==> config.mk <==
export PLATFORM = sky130hd
export DESIGN_NAME = peak_detect_win_flat
export DESIGN_NICKNAME = d
export VERILOG_FILES = /design/src/rtl/peak_detect_win_if.sv /design/src/rtl/peak_detect_win.sv /design/src/flat_wrapper.sv
export SDC_FILE = /design/constraint.sdc
export NUM_CORES = 1
export LEC_CHECK = 0
export CORE_UTILIZATION = 52
export CTS_CLUSTER_SIZE = 14
export DETAILED_ROUTE_END_ITERATION = 8
export PLACE_DENSITY_LB_ADDON = 0.25
export SETUP_SLACK_MARGIN = 0.02
export SLEW_MARGIN = 5
export SYNTH_ARGS = -nofsm -noshare
export SYNTH_HDL_FRONTEND = slang
export SYNTH_SLANG_ARGS = --single-unit
==> constraint.sdc <==
create_clock -name clk -period 2.67 [get_ports clk]
set_input_delay 0.267 -clock clk [delete_from_list [all_inputs] [get_ports clk]]
set_output_delay 0.267 -clock clk [all_outputs]
set_load 0.05 [all_outputs]
==> src/rtl/peak_detect_win_if.sv <==
// Sample-in / peak-out bundle for peak_detect_win.
// PEAK_DETECT_PROMINENCE_EN adds the prominence input.
interface peak_detect_win_if #(
  parameter int DATA_IN_BITS = 16,
  parameter int IDX_BITS     = 16
);
  logic                    in_valid;
  logic [DATA_IN_BITS-1:0] in_data;
  logic [DATA_IN_BITS-1:0] threshold;
`ifdef PEAK_DETECT_PROMINENCE_EN
  logic [DATA_IN_BITS-1:0] prominence;
`endif
  logic                    out_valid;
  logic [DATA_IN_BITS-1:0] out_data;
  logic [IDX_BITS-1:0]     out_index;
  logic                    busy;

`ifdef PEAK_DETECT_PROMINENCE_EN
  modport master (
    output in_valid, in_data, threshold, prominence,
    input  out_valid, out_data, out_index, busy
  );
  modport slave (
    input  in_valid, in_data, threshold, prominence,
    output out_valid, out_data, out_index, busy
  );
`else
  modport master (
    output in_valid, in_data, threshold,
    input  out_valid, out_data, out_index, busy
  );
  modport slave (
    input  in_valid, in_data, threshold,
    output out_valid, out_data, out_index, busy
  );
`endif
endinterface

==> src/rtl/peak_detect_win.sv <==
// Streaming windowed local-maximum detector with threshold and hold-off.
// Optional macro PEAK_DETECT_PROMINENCE_EN adds a prominence criterion.
module peak_detect_win #(
  parameter int DATA_IN_BITS = 16,
  parameter int HALF_WIN     = 2,
  parameter int REFRACT      = 8,
  parameter int IDX_BITS     = 16
) (
  input  logic             clk,
  input  logic             reset,
  peak_detect_win_if.slave bus
);
  localparam int W  = 2*HALF_WIN+1;
  localparam int FB = $clog2(W+1);
  localparam int HB = (REFRACT > 0) ? $clog2(REFRACT+1) : 1;

  localparam logic [1:0] S_FILL   = 2'd0;
  localparam logic [1:0] S_SEARCH = 2'd1;
  localparam logic [1:0] S_HOLD   = 2'd2;

  logic [DATA_IN_BITS-1:0] r_win [W];
  logic [DATA_IN_BITS-1:0] w_nwin [W];
  logic [IDX_BITS-1:0]     r_cnt;
  logic [FB-1:0]           r_fill;
  logic [HB-1:0]           r_hold;
  logic [1:0]              r_state;
  logic                    r_out_valid;
  logic [DATA_IN_BITS-1:0] r_out_data;
  logic [IDX_BITS-1:0]     r_out_index;

  logic                    w_peak;
  logic                    w_full;
  logic                    w_fire;
  logic [DATA_IN_BITS-1:0] w_ctr;
  logic [IDX_BITS-1:0]     w_cidx;
`ifdef PEAK_DETECT_PROMINENCE_EN
  logic [DATA_IN_BITS-1:0] w_min;
`endif

  // Window as it will look after this beat's shift
  always_comb begin
    w_nwin[0] = bus.in_data;
    for (int k = 1; k < W; k++)
      w_nwin[k] = r_win[k-1];
  end

  assign w_ctr  = w_nwin[HALF_WIN];
  assign w_cidx = r_cnt - IDX_BITS'(HALF_WIN);
  assign w_full = (r_fill == FB'(W-1));

  always_comb begin
    w_peak = (w_ctr >= bus.threshold);
    for (int k = 0; k < HALF_WIN; k++)
      if (w_nwin[k] > w_ctr) w_peak = 1'b0;
    // Strict vs older keeps only the first sample of a plateau
    for (int k = HALF_WIN+1; k < W; k++)
      if (w_nwin[k] >= w_ctr) w_peak = 1'b0;
`ifdef PEAK_DETECT_PROMINENCE_EN
    w_min = w_ctr;
    for (int k = 0; k < W; k++)
      if (w_nwin[k] < w_min) w_min = w_nwin[k];
    if ((w_ctr - w_min) < bus.prominence) w_peak = 1'b0;
`endif
  end

  assign w_fire = bus.in_valid && w_peak &&
                  ((r_state == S_SEARCH) ||
                   ((r_state == S_FILL) && w_full));

  always_ff @(posedge clk) begin
    if (!reset) begin
      for (int k = 0; k < W; k++)
        r_win[k] <= '0;
      r_cnt       <= '0;
      r_fill      <= '0;
      r_hold      <= '0;
      r_state     <= S_FILL;
      r_out_valid <= 1'b0;
      r_out_data  <= '0;
      r_out_index <= '0;
    end else begin
      r_out_valid <= 1'b0;
      if (bus.in_valid) begin
        for (int k = 0; k < W; k++)
          r_win[k] <= w_nwin[k];
        r_cnt <= r_cnt + IDX_BITS'(1);
        if (w_fire) begin
          r_out_valid <= 1'b1;
          r_out_data  <= w_ctr;
          r_out_index <= w_cidx;
          r_hold      <= HB'(REFRACT);
        end
        unique case (r_state)
          S_FILL: begin
            if (w_full)
              r_state <= (w_fire && REFRACT > 0) ?
                         S_HOLD : S_SEARCH;
            else
              r_fill <= r_fill + FB'(1);
          end
          S_SEARCH: begin
            if (w_fire && REFRACT > 0)
              r_state <= S_HOLD;
          end
          S_HOLD: begin
            r_hold <= r_hold - HB'(1);
            if (r_hold == HB'(1))
              r_state <= S_SEARCH;
          end
          default: r_state <= S_FILL;
        endcase
      end
    end
  end

  assign bus.out_valid = r_out_valid;
  assign bus.out_data  = r_out_data;
  assign bus.out_index = r_out_index;
  assign bus.busy      = (r_state != S_SEARCH);
endmodule

==> src/flat_wrapper.sv <==
// flat-port wrapper written by rule: the top's interface ports become plain ports
module peak_detect_win_flat 
#(
  parameter int DATA_IN_BITS = 16,
  parameter int HALF_WIN     = 2,
  parameter int REFRACT      = 8,
  parameter int IDX_BITS     = 16
)
  (clk, reset, bus_in_valid, bus_in_data, bus_threshold, bus_out_valid, bus_out_data, bus_out_index, bus_busy);
  peak_detect_win_if #(.DATA_IN_BITS(DATA_IN_BITS), .IDX_BITS(IDX_BITS)) bus_i ();
  input  logic clk;
  input  logic reset;
  input wire logic [$bits(bus_i.in_valid)-1:0] bus_in_valid;
  input wire logic [$bits(bus_i.in_data)-1:0] bus_in_data;
  input wire logic [$bits(bus_i.threshold)-1:0] bus_threshold;
  output wire logic [$bits(bus_i.out_valid)-1:0] bus_out_valid;
  output wire logic [$bits(bus_i.out_data)-1:0] bus_out_data;
  output wire logic [$bits(bus_i.out_index)-1:0] bus_out_index;
  output wire logic [$bits(bus_i.busy)-1:0] bus_busy;
  assign bus_i.in_valid = bus_in_valid;
  assign bus_i.in_data = bus_in_data;
  assign bus_i.threshold = bus_threshold;
  assign bus_out_valid = bus_i.out_valid;
  assign bus_out_data = bus_i.out_data;
  assign bus_out_index = bus_i.out_index;
  assign bus_busy = bus_i.busy;
  peak_detect_win #(.DATA_IN_BITS(DATA_IN_BITS), .HALF_WIN(HALF_WIN), .REFRACT(REFRACT), .IDX_BITS(IDX_BITS)) u_core (.clk(clk), .reset(reset), .bus(bus_i));
endmodule
# Word-level counts from Yosys, hierarchy flattened
# Memories as Yosys holds them, arrays and structs flattened.
# Index checks and enable logic that the tools add are counted.
# word_totals
reg_bits	58
ram_bits	80
inputBits	35
out_inout_bits	34
wordCells	63
n_memories	1
# op_classes
addsub	4
order_cmp	5
n_eq_ne	8
mux	21
bitwise_logic	6
reduce_logical	11
# mem_list
name	depth	width	read_ports	rd_clocked_by_memory_dff	wr	line	text
u_core.r_win	5	16	4	0	5	peak_detect_win.sv:21	logic [DATA_IN_BITS-1:0] r_win [W];
# ops
operator	count
$mux 16	5
$ge 16x16->1	3
$gt 16x16->1	2
$add 16x1->16 const B	1
$sub 16x2->16 const B	1
$mux 1	9
$mux 2	4
$mux 4	2
$ne 2x1->1 const B	4
$pmux 2 s3	1
$reduce_and 2->1	3
$or 1x1->1	5
$eq 4x1->1 const B	1
$reduce_and 4->1	1
$sub 4x1->4 const B	1
$add 3x1->3 const B	1
$eq 3x3->1 const B	1
$logic_and 1x1->1	3
$reduce_and 3->1	1
$eq 2x1->1 const B	1
$eq 2x2->1 const B	1
$logic_not 2->1	1
$reduce_bool 2->1	1
$logic_or 1x1->1	1
$not 1->1	1

# Longest topological paths before layout
# Gate-level depths: netlist (run 1).
# depth
depth_word	10
depth_mapped	11
depth_no_buf	9

# Least setup slack after synthesis (run 1)
# No wires, ideal clock.
# synth_path
path_type	register to register
start	memory u_core.r_win[1][0], in the netlist u_core.r_win[0][16]
end	register u_core.r_out_data[0], in the netlist u_core.bus.out_data[0]
setup_time_ns	0.072
arrival_time_ns	2.510
required_ns	2.598
setup_slack_ns	0.089
stages_incl_launch_ff	11
path_buffers	2
synth_period_minus_slack_ns	2.581
path_cell_list	edfxtp_1 > ha_1 > nand2b_4 > a211oi_2 > o21bai_1 > a2111o_1 > nor4b_2 > and3_1 > buf_6 > buf_12 > mux2i_1
# synth_rtl
item	line	text
from (decl)	peak_detect_win.sv:21	
to (signal assigned)	peak_detect_win.sv:89	r_out_data <= w_ctr;
to (decl)	peak_detect_win.sv:28	logic [DATA_IN_BITS-1:0] r_out_data;

==> metrics.cfg, run 1 <==
[synth]
syn-num-nets=817
ys_ff_latch=122
yosysTopAreaCell=edfxtp_1
synthMostInstantiatedCell=nand2_1
synth_area_um2=7008
syn_inst=695
synth-main-ff-cell=edfxtp_1
synth_edf_count=64
seq_area_frac_synth_pct=43.99
synth_top_area_share_pct=27.42
synthArstFlopShare_pct=0
yosysWarnings=0
synth_commonest_cells=nand2_1 (92), ha_1 (87), edfxtp_1 (64)
avgSynthCellArea_um2=10.08
synthTopCellsByArea=edfxtp_1 (27%), dfxtp_1 (17%), ha_1 (16%), nand2_1 (4.9%), mux2i_1 (4.7%)
synth_cell_types=60

[pwr]
finalPower_uw=5125
switching_share_pct=25.46
p_clk_share_pct=41.9
power_density_nw_per_um2=556.9
total_leakage_power_uw=0.004053
p_seq_share_pct=41.4
p_int_uw=3820
vdd_ir_drop_max_mv=0.4331
pwr-share-comb_pct=16.8
p_sw_uw=1305

[clock_network]
clockRootBuffer=clkbuf_16
clockBufferDepth=2
cts_made_buffers=17
h-tree-depth=4
cts_sinks=122
clk_pin_slew_worst_paths_ns=0.05
cts_tree=built
insertion_delay_ns=0.42
hold_buffers=0

[floorplan]
io_pins=69
core-area_um2=13190
start_util_pct=53.13
rows=42
die_h_um=118.1
die_w_um=118.1
die_area_um2=13950

[job]
cap_violations=0

[sta]
fin_ws_ns=-0.06372
layout_min_cycle_time_ns=2.734
slew_viol_final=0
fin_tns_setup_ns=-0.6787
final-setup-viol-count=29
rsz0062_at_grt=yes
clock_skew_ns=0.003825
worst_pin_slew_ns=0.8084
max_freq_ghz=0.3658
hold_viol=0
maxSlewHeadroom_pct=45.35
min_period_over_period_pct=102.4

[final_layout]
fill_cells=973
multi_input_area_um2=3840
drive_above_1_share_pct=18.14
seq_area_um2=3083
area_growth_syn_to_layout_pct=31.33
final_util_pct=69.78
fin_nets=947
fin_area_um2=9204
antenna_cells=0

[routing]
drtPass1Iterations=5
routed_wl_mm=17.10
vias=5618
vias_per_cell=5.540
drc=0
drt_first_iter_violations=305
ant_nets=0
avgRoutedWirePerCell_um=16.87

[critical_path]
critPathLaunchType=flip-flop
cp-end-kind=flip-flop
path_class=flip-flop to flip-flop
critPathMaxFanout=5
required_ns=2.96
rrSetupSlack_ns=-0.06
crit_arrival_ns=3.03

[global_route]
grt_overflow_total=0
grt_pass1_vias=5695
antenna_found_initial=0
grt.total_usage_pct=24.83
grt_max_degree=65
grt_pass1_wl_mm=26.94

[outcome]
violations=setup timing
status=finished with violations

[min_path]
min_path_type=primary input to flip-flop

[placed_design]
finalWeightedCongestion=0.8193
dp.final_hpwl_mm=11.68
preCtsSetupSlack_ns=-0.3997
place_area_um2=8250
io_buffer_count=68

path summary, 6_finish.rpt:
check | start | endpoint | cells past startpoint
worst max-delay path | u_core.r_win[0][24]$_SDFFCE_PN0P_ | u_core.r_state[0]$_SDFFE_PN0P_ | 10
worst min-delay path | reset | u_core.r_hold[3]$_SDFFE_PN0P_ | 3
worst max register to register | u_core.r_win[0][24]$_SDFFCE_PN0P_ | u_core.r_state[0]$_SDFFE_PN0P_ | 10
worst min register to register | u_core.bus.out_index[7]$_SDFFE_PN0P_ | u_core.bus.out_index[7]$_SDFFE_PN0P_ | 2
per-stage QoR:
step           hold slack, ns  std cells
6_report               0.3161       1014
5_1_grt                0.3197       1014
4_1_cts                0.2877       1010
3_5_place_dp           0.4493        969
3_3_place_gp           0.4424        969
2_1_floorplan          0.4767        695
layout make-up:
type	count	area share, %
flip-flops and latches	122	33.50
repair buffers	145	14.63
inverters	44	1.849
well taps	176	2.393
clock inverters	11	1.128
multi-input cells	495	41.72
clock buffers	21	4.785
flip-flops by register name (all words and copies together), names as in the netlist:
name / cells
u_core.r_cnt: 16
u_core.bus.out_index: 16
u_core.r_state: 2
u_core.r_fill: 3
u_core.bus.out_valid: 1
u_core.bus.out_data: 16
u_core.r_hold: 4
u_core.r_win: 64
logic make-up after synthesis:
family                     count (synthesis)  synth area share (%)
and+or+nand+nor                          266                 19.85
DFF                                      122                 43.99
adders and majority gates                 87                 15.53
AOI/OAI and AO/OA                         84                 7.910
buffers and inverters                     78                 4.874
muxes                                     33                 4.713
xor gates and xnor gates                  25                 3.124
worst max-delay path: stages, from the launching register on:
cell and delay, ns:
edfxtp_1 0.40, inv_1 0.21, ha_1 0.28, nand4_1 0.14, nor2_1 0.07, a221o_1 0.29
o31a_1 0.37, or3_4 0.43, buf_4 0.15, o21ai_0 0.15, o211ai_1 0.10
repair_timing:
item,CTS,global route
gates cloned,1,1
pin swaps,17,23
endpoints found under the setup margin,39,39
setup buffers,9,3
gates resized for setup,23,31
power by group through the flow:
stage / sequential, uW / combinational, uW / clock [uW]
4_1_cts: 2110 / 793 / 2170
3_3_place_gp: 2150 / 711 / 0
2_1_floorplan: 2140 / 442 / 0
5_1_grt: 2130 / 948 / 2260
6_report: 2120 / 860 / 2150
3_5_place_dp: 2150 / 750 / 0
cells in the final DEF (no fill, tap or decap), types with 3 or more instances in the layout:
cell / netlist / routed
or3_1: 8 / 7
nor2_1: 35 / 34
buf_12: 2 / 3
nor2b_1: 4 / 4
buf_4: 0 / 70
dfxtp_1: 58 / 58
xnor2_1: 18 / 18
ha_4: 0 / 7
o21ai_0: 15 / 13
nand3_1: 12 / 12
a21boi_0: 7 / 7
and2_1: 13 / 13
xor2_1: 7 / 7
nor4_1: 5 / 3
ha_1: 87 / 80
a21oi_1: 26 / 24
mux2i_1: 33 / 33
a211oi_2: 1 / 3
clkinv_2: 0 / 8
nand2b_1: 7 / 6
clkdlybuf4s50_1: 0 / 67
nor3_1: 6 / 4
nand4_1: 14 / 14
nand3b_1: 6 / 6
clkbuf_1: 29 / 4
inv_2: 0 / 7
o211ai_1: 5 / 5
inv_1: 44 / 35
a21o_1: 6 / 6
clkbuf_16: 0 / 18
edfxtp_1: 64 / 64
nand2_1: 92 / 92
and3_1: 49 / 48
metal layers:
layer / vias up / part of all wire, % / GRT usage [%]
li1: 2738 / - / -
met1: 2676 / 42 / 29.28
met2: 157 / 50 / 41.65
met4: 0 / 3.5 / 14.66
met5: - / 0 / 0
met3: 47 / 4.1 / 5.184
(Power assumes the default switching activity.)
==> run 2: changes to the inputs <==
- CELL_PAD_IN_SITES_DETAIL_PLACEMENT: unset -> 1
- CELL_PAD_IN_SITES_GLOBAL_PLACEMENT: unset -> 1
- CORE_UTILIZATION: 52 -> 41
- clock period: 2.67 -> 2.4 ns (I/O delays scaled with it)
==> metrics.cfg, run 2 (synthesis gave the netlist of run 1 again) <==
[routing]
vias=5875  ; was 5,618
top_layer=met4  ; unchanged
ant_nets=0  ; unchanged
wirelength_met1_mm=8.587  ; was 7.205 mm
routed-wl-met2_mm=11.16  ; was 8.609 mm
drtPass1Iterations=4  ; was 5
avgRoutedWirePerCell_um=19.26  ; was 16.87 um
met3_length_um=619  ; was 697 um
vias_per_cell=5.410  ; was 5.540
routed_wl_mm=20.91  ; was 17.10 mm
drt_first_iter_violations=315  ; was 305
drc=0  ; unchanged

[critical_path]
cp-end-kind=flip-flop  ; unchanged
required_ns=2.74  ; was 2.96 ns
cpPeakStageDelay_ns=0.49  ; was 0.43 ns
crit_buf_inv=3  ; was 2
crit_slowest_cell=a2111o_1  ; was or3_4
crit_arrival_ns=3.20  ; was 3.03 ns
cp_top_family=simple AND/OR/NAND/NOR gates  ; was compound AO/OA/AOI/OAI gates
path_class=flip-flop to flip-flop  ; unchanged
cp_cell_sequence=inv_2 > buf_6 > ha_1 > nand4_1 > a21oi_2 > a2111o_1 > nor4b_4 > and3_4 > buf_8 > mux2i_2  ; was inv_1 > ha_1 > nand4_1 > nor2_1 > a221o_1 > o31a_1 > or3_4 > buf_4 > o21ai_0 > o211ai_1
critPathMaxFanout=5  ; unchanged
critPathLaunchType=flip-flop  ; unchanged

[sta]
rsz0062_at_grt=yes  ; unchanged
max_freq_ghz=0.3488  ; was 0.3658 GHz
clock_skew_ns=0.01190  ; was 0.003825 ns
fin_tns_setup_ns=-15.26  ; was -0.6787 ns
slew_viol_final=0  ; unchanged
fin_ws_ns=-0.4674  ; was -0.06372 ns
maxSlewHeadroom_pct=56.19  ; was 45.35%
final-setup-viol-count=39  ; was 29
min_period_over_period_pct=119.5  ; was 102.4%
hold_viol=0  ; unchanged
worst_pin_slew_ns=0.6572  ; was 0.8084 ns
layout_min_cycle_time_ns=2.867  ; was 2.734 ns
hold_slack_ns=0.3992  ; was 0.3161 ns

[pwr]
power_density_nw_per_um2=635.9  ; was 556.9 nW/um^2
total_leakage_power_uw=0.004240  ; was 0.004053 uW
vdd_ir_drop_max_mv=0.5149  ; was 0.4331 mV
finalPower_uw=6183  ; was 5125 uW

[clock_network]
insertion_delay_ns=0.42  ; about the same
cts_tree=built  ; unchanged
clockBufferDepth=2  ; unchanged
hold_buffers=0  ; unchanged
clockRootBuffer=clkbuf_16  ; unchanged
cts_made_buffers=17  ; unchanged
cts_sinks=122  ; unchanged
clk_pin_slew_worst_paths_ns=0.06  ; was 0.05 ns
h-tree-depth=4  ; unchanged

[final_layout]
fin_area_um2=9723  ; was 9204 um^2
final_cell_mix=nand2_1 (92), buf_4 (91), ha_1 (73)  ; was nand2_1 (92), ha_1 (80), buf_4 (70)
final_common_cell=nand2_1  ; unchanged
fin_nets=976  ; was 947
antenna_cells=0  ; unchanged
drive_above_1_share_pct=22.86  ; was 18.14%
regMostFlops=u_core.r_win  ; unchanged
area_growth_syn_to_layout_pct=38.74  ; was 31.33%
largest_reg_flops=64  ; unchanged

[min_path]
min_path_type=primary input to flip-flop  ; unchanged

[placed_design]
dp.final_hpwl_mm=14.18  ; was 11.68 mm
io_buffer_count=68  ; unchanged
place_area_um2=8467  ; was 8250 um^2
finalWeightedCongestion=0.8192  ; was 0.8193

[floorplan]
die_w_um=132.7  ; was 118.1 um
die_area_um2=17620  ; was 13,950 um^2
core-area_um2=16640  ; was 13,190 um^2
io_pins=69  ; unchanged
rows=47  ; was 42
die_h_um=132.7  ; was 118.1 um
start_util_pct=42.11  ; was 53.13%

[global_route]
grt_pass1_wl_mm=31.76  ; was 26.94 mm
grt_pass1_vias=6356  ; was 5,695
antenna_found_initial=0  ; unchanged
grt_max_degree=66  ; was 65
grt.total_usage_pct=23.36  ; was 24.83%
grt_overflow_total=0  ; unchanged

[outcome]
violations=setup timing  ; unchanged
status=finished with violations  ; unchanged

[job]
cap_violations=0  ; unchanged

run 2: what timing repair did:
| action | in CTS | in global routing |
|---|---|---|
| endpoints found under the setup margin | 39 | 39 |
| pin swaps | 13 | 23 |
| buffers inserted | 19 | 7 |
| gates cloned | 2 | 0 |
| hold endpoints to repair | 0 | 0 |
| gates resized for setup | 53 | 29 |
run 2: routing by layer:
| layer | up-vias | GRT usage (%) |
|---|---|---|
| met4 | 0 | 7.471 |
| met3 | 36 | 4.368 |
| met1 | 2921 | 25.75 |
| met2 | 119 | 44.71 |
| li1 | 2799 | - |
| met5 | - | 0 |
run 2: worst register-to-register path, delay by kind of cell (launching register included):
kind | cells | cell delay (ns)
multiplexers | 1 | 0.23
AO/OA/AOI/OAI | 2 | 0.57
flip-flops | 1 | 0.42
adder cells (fa/ha/maj) | 1 | 0.25
AND/OR/NAND/NOR | 3 | 0.89
buffers and inverters | 3 | 0.44
run 2: layout make-up:
class                           count  area [um^2]
Fill cell                        1758         6919
Multi-Input combinational cell    495         3974
Sequential cell                   122         3083
Timing Repair Buffer              174         1609
Clock buffer                       19        432.9
Tap cell                          220        275.3
Clock inverter                     12        178.9
Inverter                           44        170.2
run 2: through the flow:
step	setup slack (ns)	util [%]	cells
finish	-0.4674	58.42	1086
global route	-0.5125	58.42	1086
CTS	-0.3737	57.15	1079
detailed placement	-0.6391	50.88	1029
global placement	-0.5327	50.88	1029
floorplan	-0.1668	-	695
run 2: final timing paths:
kind	cells past startpoint	end	from	slack [ns]
setup / recovery	10	u_core.bus.out_index[0]$_SDFFE_PN0P_	u_core.r_win[0][29]$_SDFFCE_PN0P_	-0.47
hold / removal	2	u_core.r_state[1]$_SDFFE_PN0P_	reset	0.40
setup reg to reg	10	u_core.bus.out_index[0]$_SDFFE_PN0P_	u_core.r_win[0][29]$_SDFFCE_PN0P_	-0.47
hold reg to reg	2	u_core.bus.out_index[7]$_SDFFE_PN0P_	u_core.bus.out_index[7]$_SDFFE_PN0P_	0.46
run 2: power by group:
part / switching (uW) / internal (uW) / leakage, uW / total [uW]
sequential: 68.2 / 2290 / 0.00117 / 2360
clock: 917 / 1810 / 0.000298 / 2730
combinational: 567 / 525 / 0.00277 / 1090
